`src/rtl/pipe_stage_skid.sv`:
```
// Elastic pipeline-stage register with optional 2-entry skid buffer, flush,
// hazard taps of buffered destination registers and a saturating stall counter.
//
//   state | meaning
//   EMPTY | no entry buffered
//   ONE   | head valid, skid free
//   TWO   | head and skid valid, in_ready low
module pipe_stage_skid #(
    parameter int DATA_W = 128,
    parameter bit SKID   = 1'b1,
    parameter int CNT_W  = 16
) (
    input  logic              CLK,
    input  logic              RST,
    input  logic              flush,
    input  logic              in_valid,
    output logic              in_ready,
    input  logic [DATA_W-1:0] in_data,
    input  logic              in_regwr,
    input  logic [4:0]        in_wsel,
    output logic              out_valid,
    input  logic              out_ready,
    output logic [DATA_W-1:0] out_data,
    output logic              out_regwr,
    output logic [4:0]        out_wsel,
    output logic [4:0]        haz_wsel0,
    output logic [4:0]        haz_wsel1,
    output logic [CNT_W-1:0]  stall_cnt
);

    // Encoding is {skidV, headV}
    typedef enum logic [1:0] {
        EMPTY = 2'b00,
        ONE   = 2'b01,
        TWO   = 2'b11
    } state_t;

    state_t             state;
    logic               headV;
    logic               skidV;
    logic               inReadyQ;
    logic [DATA_W-1:0]  headData;
    logic               headRegwr;
    logic [4:0]         headWsel;
    logic [DATA_W-1:0]  skidData;
    logic               skidRegwr;
    logic [4:0]         skidWsel;
    logic [CNT_W-1:0]   stallCnt;
    logic               inXfer;
    logic               outXfer;

    assign headV   = state[0];
    assign skidV   = state[1];
    assign inXfer  = in_valid & in_ready;
    assign outXfer = headV & out_ready;

    always_ff @(posedge CLK or posedge RST) begin
        if (RST) begin
            state     <= EMPTY;
            inReadyQ  <= 1'b1;
            headData  <= '0;
            headRegwr <= 1'b0;
            headWsel  <= 5'd0;
            skidData  <= '0;
            skidRegwr <= 1'b0;
            skidWsel  <= 5'd0;
            stallCnt  <= '0;
        end else begin
            // A flushed cycle loads nothing; a coincident head handshake has already completed.
            if (flush) begin
                state    <= EMPTY;
                inReadyQ <= 1'b1;
            end else if (SKID) begin
                case (state)
                    EMPTY: begin
                        if (inXfer) begin
                            headData  <= in_data;
                            headRegwr <= in_regwr;
                            headWsel  <= in_wsel;
                            state     <= ONE;
                        end
                    end
                    ONE: begin
                        if (inXfer && outXfer) begin
                            headData  <= in_data;
                            headRegwr <= in_regwr;
                            headWsel  <= in_wsel;
                        end else if (inXfer) begin
                            skidData  <= in_data;
                            skidRegwr <= in_regwr;
                            skidWsel  <= in_wsel;
                            state     <= TWO;
                            inReadyQ  <= 1'b0;
                        end else if (outXfer) begin
                            state <= EMPTY;
                        end
                    end
                    TWO: begin
                        if (outXfer) begin
                            headData  <= skidData;
                            headRegwr <= skidRegwr;
                            headWsel  <= skidWsel;
                            state     <= ONE;
                            inReadyQ  <= 1'b1;
                        end
                    end
                    default: begin
                        state    <= EMPTY;
                        inReadyQ <= 1'b1;
                    end
                endcase
            end else begin
                if (inXfer) begin
                    headData  <= in_data;
                    headRegwr <= in_regwr;
                    headWsel  <= in_wsel;
                    state     <= ONE;
                end else if (outXfer) begin
                    state <= EMPTY;
                end
            end

            if (headV && !out_ready && !flush && (stallCnt != {CNT_W{1'b1}}))
                stallCnt <= stallCnt + CNT_W'(1);
        end
    end

    // Without the skid entry, ready must look through to the consumer to keep full rate.
    assign in_ready  = SKID ? inReadyQ : (!headV || out_ready);
    assign out_valid = headV;
    assign out_data  = headData;
    assign out_regwr = headV & headRegwr;
    assign out_wsel  = headWsel;
    assign haz_wsel0 = (headV && headRegwr) ? headWsel : 5'd0;
    assign haz_wsel1 = (skidV && skidRegwr) ? skidWsel : 5'd0;
    assign stall_cnt = stallCnt;

endmodule

```
`config.mk`:
```
export PLATFORM = sky130hd
export DESIGN_NAME = pipe_stage_skid
export DESIGN_NICKNAME = d
export VERILOG_FILES = /design/src/rtl/pipe_stage_skid.sv
export SDC_FILE = /design/constraint.sdc
export NUM_CORES = 1
export LEC_CHECK = 0
export BUFFER_PORTS_ARGS = -buffer_cell sky130_fd_sc_hd__buf_2
export CORE_MARGIN = 1.5
export CORE_UTILIZATION = 53
export CTS_CLUSTER_DIAMETER = 80
export DETAILED_ROUTE_END_ITERATION = 8
export PLACE_DENSITY = 0.91
export SLEW_MARGIN = 20
export SYNTH_ARGS = -nofsm -noshare
export SYNTH_HDL_FRONTEND = slang
export SYNTH_SLANG_ARGS = --single-unit
```
`constraint.sdc`:
```
create_clock -name CLK -period 11.1 [get_ports CLK]
set_input_delay 1.11 -clock CLK [delete_from_list [all_inputs] [get_ports CLK]]
set_output_delay 1.11 -clock CLK [all_outputs]
set_load 0.01 [all_outputs]
```
==> results of run 1 <==
[critical path, stage by stage, from the launching register on]
cell and delay, ns:
sky130_fd_sc_hd__dfrtp_1 0.58, sky130_fd_sc_hd__ha_1 0.34, sky130_fd_sc_hd__and3_1 0.23, sky130_fd_sc_hd__nand2_4 0.63, sky130_fd_sc_hd__buf_4 0.86, sky130_fd_sc_hd__mux2_2 0.43
[where the power goes]
| part | internal, mW | leakage (nW) | switching, mW |
|---|---|---|---|
| Sequential | 1.54 | 3.34 | 0.286 |
| Clock | 0.514 | 0.421 | 0.387 |
| Combinational | 0.581 | 2.82 | 0.648 |
[area by class of cell]
class,count,area (um^2)
Tap cell,285,357
Timing Repair Buffer,306,1560
Fill cell,1637,7870
Clock inverter,8,71.3
Multi-Input combinational cell,628,4710
Sequential cell,287,7180
Inverter,5,26.3
Clock buffer,40,787
Antenna cell,4,10.0
[state kept, by name, summed over array words and instances, names as in the netlist]
| register | count |
|---|---|
| out_data | 128 |
| skidData | 128 |
| stall_cnt | 16 |
| out_wsel | 5 |
| skidWsel | 5 |
| state | 2 |
| headRegwr | 1 |
| in_ready | 1 |
| skidRegwr | 1 |
[cells in the final DEF, fill, tap and decap left out, drive strengths merged]
master / netlist / final
a2111o: 1 / 1
a2111oi: 1 / 1
a21boi: 4 / 4
a21o: 1 / 1
a21oi: 144 / 144
a31o: 1 / 1
a31oi: 1 / 1
and2: 1 / 1
and3: 14 / 14
buf: 39 / 306
bufinv: 0 / 1
clkbuf: 21 / 40
clkinv: 0 / 5
clkinvlp: 0 / 1
dfrtp: 286 / 286
dfstp: 1 / 1
diode: 0 / 4
ha: 6 / 6
inv: 5 / 6
mux2: 136 / 136
mux2i: 134 / 134
nand2: 8 / 8
nand3: 5 / 5
nand4: 4 / 4
nor2: 136 / 136
nor3: 5 / 5
nor3b: 1 / 1
nor4: 3 / 3
nor4b: 2 / 2
nor4bb: 1 / 1
o21a: 1 / 1
o21ai: 3 / 3
o311ai: 1 / 1
or2: 1 / 1
or3: 1 / 1
or4: 1 / 1
xor2: 11 / 11
[worst max path at each step]
| stage | from | to | depth (start not counted) |
|---|---|---|---|
| after CTS | state[0] | skidData[15] | 5 |
| after global placement | RST | out_data[103] | 4 |
| after floorplan | RST | headRegwr | 1 |
| final | state[0] | skidData[15] | 5 |
| after global routing | RST | out_data[104] | 4 |
| after detailed placement | RST | skidData[103] | 4 |
[per-layer routing]
metal | wire [um] | GRT usage | up-vias
met3 | 1550 | 0.0488 | 79
li1 | - | - | 3997
met5 | 0 | 0 | -
met4 | 1080 | 0.0948 | 0
met1 | 10600 | 0.270 | 4228
met2 | 13700 | 0.387 | 264
[metrics by stage]
step	hold slack [ns]	setup WS (ns)	cell area, um^2	utilization
global placement	0.478	7.29	13800	0.613
floorplan	0.479	2.07	12200	-
finish	0.494	7.72	14700	0.651
CTS	0.491	7.78	14700	0.651
global route	0.512	7.36	14700	0.651
detailed placement	0.486	7.22	13800	0.613
[kinds of logic (layout without fill, tap and decap cells)]
kind of cell	Yosys count	in the layout	share of synthesized area
mux	270	270	0.236
flops	287	287	0.591
buf+inv	65	359	0.0234
xor+xnor	11	11	0.00792
simple gates	183	183	0.0661
other cells	0	4	0
fa+ha+maj	6	6	0.00617
compound gates	158	158	0.0694
==> metrics list, run 1 <==
- Status: finished clean
- Detailed placement finished with a half-perimeter wire length of 17,500 um.
* Setup slack of the most critical reg-to-reg path: 7.72 ns
- TritonCTS built the clock tree.
- The die covers between 20,000 and 25,000 um^2.
* Wire length per cell: approximately 17 um
- In this run the core area contains 55 standard-cell rows.
- Proportion of netlist area held by the largest area contributor: 0.589
- Cell taking the most area after synthesis: sky130_fd_sc_hd__dfrtp_1
- Pre-Repair DR Iteration Count: 4
- The path class of the tightest hold or removal check is register to register.
* Crit path launch type: register
* CTS Hold Bufs: 0
* Dpl cells: approximately 1,500
* Buffer type at the clock tree root: sky130_fd_sc_hd__clkbuf_16
- Overall power consumption after layout is estimated at 3.96 mW.
* Launch instance of the worst register-to-register path: state[0]
* Worst-margin pin slew: 1.16 ns
* Initial antenna violation count: 4
* Data arrival at the endpoint of the critical path: about 3.8 ns
- Dividing the final minimum period by the clock period gives 0.304.
- Worst Path Required: around 12 ns
* Crit path kind: register to register
* Antenna Violating Nets Remaining: 0
- Flops & latches, synth: 287
- Starting density of the core: 0.539
- Power density over the cells: 269 nW/um^2
- In this run the number of H-tree levels came out at 1.
- The number of global-route vias before repair was ~8,900.
* Netlist area before placement: 12,200 um^2
* Total core area: between 20,000 and 25,000 um^2
- Async set or reset register ratio after synthesis: 1.00
* Synthesized netlist net count: 1,125
- Capturing point of the worst reg2reg path: skidData[15]
- Leak Pwr: 6.58 nW
- Nets: 1,402
* Final setup vio count: 0
- Ranking of synthesized cells by area: sky130_fd_sc_hd__dfrtp_1, sky130_fd_sc_hd__mux2_2, sky130_fd_sc_hd__mux2i_1, sky130_fd_sc_hd__a21oi_1, sky130_fd_sc_hd__nor2_1
- Global routing finished with a remaining overflow of 0.
- For this run, design rule violations remaining after detail routing come to 0.
- Total Neg Setup Slack: 0 ns
- Post-cts gate resize count: 0
* Vias per cell: 5.48
- CTS saw 287 sinks.
- Measured along the y axis, the die boundary spans approximately 150 um.
* Num CTS Buffers: 29
- Average instance area after synthesis: between 10 and 15 um^2
* Top-count cell post-synth: sky130_fd_sc_hd__dfrtp_1
- After synthesis, the netlist uses 35 different library cells.
- The first global-routing pass estimated 43,600 um of wire.
- The clock reaches the later pin of the worst-skew pair after 0.54 ns.
- Measured along the x axis, the die boundary spans 154 um.
* Slew Limit Fails: 0
- Share of post-route cells with drive strength above 1: 0.384
- In this run the most critical hold path is launched from stall_cnt[11].
- During placement, the flow inserted port buffers numbering 300.
* Type of destination of the critical path: register
- Count of placed standard cells in the final layout, fillers left out: 1,563
- Worst-path clk slew: 0.06 ns
- Counting cells, the worst reg-to-reg path comes to 5.
* Overall global routing resource usage: 0.223
* Unrepaired setup endpoints after global routing: false
- Number of standard cells after synthesis: ~1,000
- Entering global routing, the biggest net connects 269 pins.
- Final setup skew: 0.0149 ns
- From synthesis to final layout, the design area changed by 20.9%.
- Count of yosys warnings during synthesis: 0
- Top FF cell, synth: sky130_fd_sc_hd__dfrtp_1
* Min Tclk post-route: 3.38 ns
- The total count of hold-check failures in the final report was 0.
- The clock passes through at most 3 buffers.
- In this run the worst path has a maximum fanout of 70.
- Reported max-cap violation count: 0
- Max IR drop VDD: 0.278 mV
* Initial DRC Count: 423
- Fraction of the yosys area taken by sequential cells: 0.591
- Counting flops with a built-in enable in the synthesized netlist gives 0.
* Worst slew margin relative to its limit: 0.226
- Overall via count from detail_route: 8,568
* Number of cells on the worst hold path: 1
* Wire length reported by the detailed router: roughly 27,000 um
- Number of top-level design ports: 301
* Peak clock frequency supported by timing: 0.296 GHz
- Endpoint of the worst hold path: stall_cnt[11]
* Synth top cells by count: sky130_fd_sc_hd__dfrtp_1, sky130_fd_sc_hd__a21oi_1, sky130_fd_sc_hd__mux2_2, sky130_fd_sc_hd__nor2_1, sky130_fd_sc_hd__mux2i_1
* Post-CTS setup buffer count: 0
* Final Wtd Congestion: 0.835
Note: power is estimated with default switching activity, not from simulation.
==> run 2, diff against run 1 <==
==> constraint.sdc (replaced) <==
create_clock -name CLK -period 3.4 [get_ports CLK]
set_input_delay 0.34 -clock CLK [delete_from_list [all_inputs] [get_ports CLK]]
set_output_delay 0.34 -clock CLK [all_outputs]
set_load 0.01 [all_outputs]
==> metrics list, run 2 (same netlist as run 1, synthesis figures left out) <==
- Number of clock sinks: 287 (unchanged)
- The number of cells traversed by the worst register-to-register path came to 7 (was 5).
- The worst-case vdd ir drop was 0.646 mV (was 0.278 mV).
- Number of H-tree branching levels: 1 (unchanged)
* Remaining global-route overflow: 0 (unchanged)
- The area of the die is 23,900 um^2 (unchanged).
- Met2 demand-to-capacity share in global routing: 0.402 (was 0.387)
* Die Width: 154 um (unchanged)
- The number of setup violations in the final report is 0 (unchanged).
- The first-pass GRT wire length came to 44,300 um (was 43,600 um).
- The CTS root buffer was sky130_fd_sc_hd__clkbuf_16 (unchanged).
- Starting density of the core: 0.539 (unchanged)
- The busiest layer in global routing is met2 (unchanged).
- Antenna Violating Nets Remaining: 0 (unchanged)
* Power density over the cells: 882 nW/um^2 (was 269 nW/um^2)
* Share of post-route cells with drive strength above 1: 0.390 (was 0.384)
- The overall fraction of global-route tracks in use is 0.228 (was 0.223).
- Worst-path clk slew: 0.06 ns (about the same)
- The class of the tightest hold or removal check is input pin to register (was register to register).
* Hold Slack: 0.0502 ns (was 0.494 ns)
- Global routing usage on met1: 0.269 (was 0.270)
- The most common library cell in the layout ignoring fill and taps was sky130_fd_sc_hd__buf_2 (unchanged).
- The number of max-slew violations in the final report is 0 (unchanged).
* Total Power Consumption: 13.1 mW (was 3.96 mW)
* Count of unresolved DRC violations after routing: 0 (unchanged)
- Initial antenna violation count: 4 (unchanged)
* Unrepaired setup endpoints after global routing: false (unchanged)
* Hold path start: in_data[52] (was stall_cnt[11])
* Setup WS post-layout: 0.622 ns (was 7.72 ns)
* CTS tree: built (unchanged)
- Number of global-route vias before repair: 9,123 (was 8,888)
- Place WS: 0.704 ns (was 7.22 ns)
* Post-DP HPWL: 18,200 um (was 17,500 um)
* Pre-Repair DR Iteration Count: 7 (was 4)
* List of cells traversed by the critical path: inv_1, ha_1, or2_1, a2111oi_4, buf_12, nor2_1, a21oi_1 (was ha_1, and3_1, nand2_4, buf_4, mux2_2)
* Final number of hold-violating endpoints: 0 (unchanged)
- The quantity of I/O buffers inserted on ports came to 300 (unchanged).
- The relative slew slack is 0.177 (was 0.226).
* Crit-path max FO: 146 (was 70)
* Reported max-cap violation count: 0 (unchanged)
* Largest stage delay on the critical path: 0.69 ns (was 0.86 ns)
- The element type at the critical path end was a register (unchanged).
- The fill cell instance count of the final layout is 1,633 (was 1,637).
- The final estimated routing congestion in global placement came to 0.831 (was 0.835).
- Final Cycle Share: 0.817 (was 0.304)
- Wire length per cell: 17.7 um (was 17.3 um)
- Maximum number of pins on one net before global-route repair: 147 (was 269)
- The type of the worst setup path is register to register (unchanged).
- Multi-input gate area in the final layout: 4710 um^2 (unchanged)
- The maximum operating frequency was 0.360 GHz (was 0.296 GHz).
* Vias per cell: 5.53 (was 5.48)
- The type of origin of the critical path was a register (unchanged).
- The slew at the pin closest to its max-slew limit was 1.24 ns (was 1.16 ns).
- Area of all sequential standard cells: 7180 um^2 (unchanged)
* Post-cts gate resize count: 0 (unchanged)
* Data arrival at the endpoint of the critical path: 3.22 ns (was 3.79 ns)
* Total core area: 22,600 um^2 (unchanged)
- The total I/O pin count came to 301 (unchanged).
- Nets: 1,409 (was 1,402)
- Wire length reported by the detailed router: 27,800 um (was 27,000 um)
* Clock Path Buffers: 3 (unchanged)
- Status: finished clean (unchanged)
* Clock network latency to the later pin of the worst-skew pair: 0.53 ns (was 0.54 ns)
- The standby leakage power came to 6.67 nW (was 6.58 nW).
* Num CTS Buffers: 29 (unchanged)
* Worst Path Required: 3.85 ns (was 11.51 ns)
* Number of cells on the worst hold path: 2 (was 1)
- Initial DRC Count: 368 (was 423)
- The post-route minimum period came to 2.78 ns (was 3.38 ns).
- The global-route track usage on met3 was 0.0504 (was 0.0488).
- The total number of placement rows is 55 (unchanged).
- The reg-to-reg startpoint is state[0] (unchanged).
- The total vias in the final route was 8,702 (was 8,568).
* Crit path from: state[0] (unchanged)
- The number of setup buffers added after CTS came to 0 (unchanged).
- Synth-to-Final Area Change: 22.6% (was 20.9%)
- Commonest cells after routing, fill and taps aside: sky130_fd_sc_hd__buf_2, sky130_fd_sc_hd__dfrtp_1, sky130_fd_sc_hd__a21oi_1 (unchanged)
* Crit path max-delay cell type: sky130_fd_sc_hd__dfrtp_1 (was sky130_fd_sc_hd__buf_4)
* Final setup skew: 0.00958 ns (was 0.0149 ns)
- The vertical die dimension came to 154 um (unchanged).
## run 2: cell types whose count changed in the layout (fill, tap and decap cells not counted), sizes merged
cell | previous run | this run
buf | 306 | 312
clkbuf | 40 | 43
clkinvlp | 1 | 3
dlygate4sd3 | 0 | 1
inv | 6 | 4
## run 2: per-stage QoR
stage                util  area (um^2)  TNS, ns  std cells
floorplan               -        12200  -212.90        980
global placement    0.618        14000        0       1517
detailed placement  0.618        14000        0       1517
CTS                 0.660        14900        0       1569
global route        0.660        14900        0       1573
finish              0.660        14900        0       1573
## run 2: final timing paths
path                                  to  slack [ns]
hold reg to reg            stall_cnt[11]        0.49
hold / removal              skidData[52]        0.05
setup reg to reg            out_data[48]        0.62
max in group asynchronous   skidData[29]        2.03
min in group asynchronous       state[1]        0.42
setup / recovery            out_data[48]        0.62
## run 2: routing by layer
layer  wire, um  part of all wire
met1      11000              0.39
met2      14300              0.51
met3       1570             0.056
met4        984             0.035
met5          0                 0
## run 2: power breakdown
part / internal, mW / switching, mW
combinational: 1.92 / 2.17
sequential: 5.03 / 0.934
clock: 1.81 / 1.28
total: 8.76 / 4.38
## run 2: final cells by class
cell class | count | share of cell area
Antenna cell | 4 | 0.000672
Clock buffer | 43 | 0.0576
Clock inverter | 8 | 0.00470
Inverter | 5 | 0.00151
Multi-Input combinational cell | 628 | 0.316
Sequential cell | 287 | 0.482
Tap cell | 285 | 0.0239
Timing Repair Buffer | 313 | 0.113
## run 2: what timing repair did
item                                    CTS  global route
endpoints found under the setup margin    0             0
hold buffers                              1             0
endpoints found under the hold margin    13             0
## run 2: worst max-delay path: cells and delay by family, from the launching register on
| kind | cells | cell delay, ns |
|---|---|---|
| adder cells (fa/ha/maj) | 1 | 0.25 |
| buffers and inverters | 2 | 0.63 |
| flip-flops | 1 | 0.69 |
| AO/OA/AOI/OAI | 2 | 0.66 |
| AND/OR/NAND/NOR | 2 | 0.32 |
==> run 3, diff against run 2 <==
--- a/config.mk
+++ b/config.mk
@@ -7,10 +7,10 @@
 export LEC_CHECK = 0
 export BUFFER_PORTS_ARGS = -buffer_cell sky130_fd_sc_hd__buf_2
 export CORE_MARGIN = 1.5
-export CORE_UTILIZATION = 53
+export CORE_UTILIZATION = 48
 export CTS_CLUSTER_DIAMETER = 80
 export DETAILED_ROUTE_END_ITERATION = 8
-export PLACE_DENSITY = 0.91
+export PLACE_DENSITY = 0.88
 export SLEW_MARGIN = 20
 export SYNTH_ARGS = -nofsm -noshare
 export SYNTH_HDL_FRONTEND = slang
==> constraint.sdc (replaced) <==
create_clock -name CLK -period 2.5 [get_ports CLK]
set_input_delay 0.25 -clock CLK [delete_from_list [all_inputs] [get_ports CLK]]
set_output_delay 0.25 -clock CLK [all_outputs]
set_load 0.01 [all_outputs]
==> metrics list, run 3 (same netlist as run 1, synthesis figures left out) <==
* Worst-margin pin slew: 1.02 ns (was 1.24 ns)
* Crit path max-delay cell type: sky130_fd_sc_hd__a2111oi_4 (was sky130_fd_sc_hd__dfrtp_1)
* Type of destination of the critical path: register (unchanged)
- Commonest cells after routing, fill and taps aside: sky130_fd_sc_hd__buf_2, sky130_fd_sc_hd__dfrtp_1, sky130_fd_sc_hd__a21oi_1 (unchanged)
* Vias per cell: 5.47 (was 5.53)
- The relative slew slack was 0.320 (was 0.177).
- The data arrival time of the critical path came to 2.79 ns (was 3.22 ns).
- The post-route minimum period came to 2.34 ns (was 2.78 ns).
* Count of standard-cell rows: 58 (was 55)
* Synth-to-Final Area Change: 35.8% (was 22.6%)
- Total core area: 25,000 um^2 (was 22,600 um^2)
- Nets: 1,561 (was 1,409)
* List of cells traversed by the critical path: buf_4, ha_4, a21boi_0, a2111oi_4, clkbuf_16, buf_12, nor2_1, a21oi_1 (was inv_1, ha_1, or2_1, a2111oi_4, buf_12, nor2_1, a21oi_1)
- Remaining global-route overflow: 0 (unchanged)
- The number of cells in the finished layout apart from fillers came to 1,769 (was 1,573).
- Post-DP HPWL: 18,900 um (was 18,200 um)
- The highest fanout seen on the critical path was 31 (was 146).
* Final Wtd Congestion: 0.794 (was 0.831)
* Number of top-level design ports: 301 (unchanged)
- The number of max-slew violations in the final report is 0 (unchanged).
- Number of H-tree branching levels: 1 (unchanged)
- The number of detailed-routing iterations run before antenna repair is 7 (unchanged).
* Core Util, Final: 0.659 (was 0.660)
- Antenna Violating Nets Remaining: 0 (unchanged)
* Min-delay worst type: input pin to register (unchanged)
- The post-layout total power was 18.6 mW (was 13.1 mW).
* Final Cycle Share: 0.936 (was 0.817)
- The post-detailed-route DRC marker count is 0 (unchanged).
* Peak clock frequency supported by timing: 0.427 GHz (was 0.360 GHz)
- The TritonCTS sink count is 287 (unchanged).
* Wire length reported by the detailed router: 34,100 um (was 27,800 um)
- The CTS tree is built (unchanged).
- The later-pin clock latency in the skew report came to 0.55 ns (was 0.53 ns).
- The area of the die was 26,300 um^2 (was 23,900 um^2).
* Number of buffer cells added on primary ports: 300 (unchanged)
- The data required time of the worst path is 2.95 ns (was 3.85 ns).
- Final setup vio count: 0 (unchanged)
- The areal power density over the cells is 1130 nW/um^2 (was 882 nW/um^2).
- The type of origin of the critical path is a register (unchanged).
- The total instance count after detailed placement was 1,576 (was 1,517).
* Maximum number of pins on one net before global-route repair: 135 (was 147)
- Starting density of the core: 0.486 (was 0.539)
* Place WS: 0.189 ns (was 0.704 ns)
* Hold Slack: 0.177 ns (was 0.0502 ns)
* Max IR drop VDD: 0.696 mV (was 0.646 mV)
- The buffer depth of the longest clock path was 3 (unchanged).
* Die Width: 162 um (was 154 um)
- Number of global-route vias before repair: 10,413 (was 9,123)
* Share of post-route cells with drive strength above 1: 0.361 (was 0.390)
* Initial antenna violation count: 3 (was 4)
* Worst-path clk slew: 0.07 ns (was 0.06 ns)
- Status: finished clean (unchanged).
* Number of fill cells: 1,746 (was 1,633)
* Crit path kind: register to register (unchanged)
- Die height: 162 um (was 154 um)
* Largest stage delay on the critical path: 0.46 ns (was 0.69 ns)
- The overall fraction of global-route tracks in use came to 0.254 (was 0.228).
- Leading cell type in the layout, fill and taps excluded: sky130_fd_sc_hd__buf_2 (unchanged)
- The CTS root buffer was sky130_fd_sc_hd__clkbuf_16 (unchanged).
- Leak Pwr: 7.35 nW (was 6.67 nW)
* Reported max-cap violation count: 0 (unchanged)
- Final setup skew: 0.0150 ns (was 0.00958 ns)
- Wire length per cell: 19.3 um (was 17.7 um)
- The first-pass GRT wire length was 53,400 um (was 44,300 um).
* Num CTS Buffers: 30 (was 29)
* Initial DRC Count: 512 (was 368)
- The total vias in the final route is 9,685 (was 8,702).
* Final number of hold-violating endpoints: 0 (unchanged)
- Setup WS post-layout: 0.161 ns (was 0.622 ns)
run 3: cell count changes in the layout (fill, tap and decap cells not counted), sizes merged:
| cell | previous run | this run |
|---|---|---|
| buf | 312 | 327 |
| clkbuf | 43 | 42 |
| clkinv | 5 | 7 |
| clkinvlp | 3 | 2 |
| dlygate4sd3 | 1 | 136 |
| inv | 4 | 5 |
run 3: cell type report:
cell class                 count  area (um^2)  area share
antenna                        4         10.0    0.000606
clock buffer                  41          853      0.0517
clock inverter                10         81.3     0.00493
inverter                       5         22.5     0.00136
multi-input combinational    628         4710       0.285
sequential                   287         7180       0.435
tap                          330          413      0.0250
timing repair buffer         464         3230       0.196
run 3: report_power, final:
group          switching (mW)  total, mW  internal (mW)
combinational            3.28       6.15           2.87
clock                    1.80       4.27           2.47
sequential               1.37       8.22           6.85
run 3: metrics by stage:
step / setup TNS (ns) / instance area (um^2)
after floorplan: -445.10 / 12200
after global placement: 0 / 14200
after detailed placement: 0 / 14200
after CTS: 0 / 16500
after global routing: -0.00668 / 16500
final: 0 / 16500
run 3: what timing repair did:
action | in CTS | in global routing
hold buffers | 136 | 0
gates resized for setup | 0 | 2
setup endpoints to repair | 0 | 2
endpoints found under the hold margin | 158 | 0
buffers inserted | 0 | 1
run 3: final timing paths:
check                             start            end  slack [ns]  depth (start not counted)
min in group asynchronous           RST  skidData[102]        0.33                          3
max in group asynchronous           RST   out_data[26]        1.31                          4
hold reg to reg            stall_cnt[8]   stall_cnt[8]        0.49                          1
setup / recovery               state[0]   out_data[14]        0.16                          8
hold / removal                 in_valid       state[1]        0.18                          4
setup reg to reg               state[0]   out_data[14]        0.16                          8
run 3: critical path, delay by kind of cell, from the launching register on:
family                     cells  cell delay, ns
and+or+nand+nor                1            0.05
buffers and inverters          3            0.72
AOI/OAI and AO/OA              3            0.86
DFF                            1            0.39
adders and majority gates      1            0.18
run 3: routing by layer:
layer / track usage / wire length, um
met1: 0.286 / 12500
met2: 0.442 / 17500
met3: 0.0569 / 2100
met4: 0.154 / 1980
met5: 0 / 0
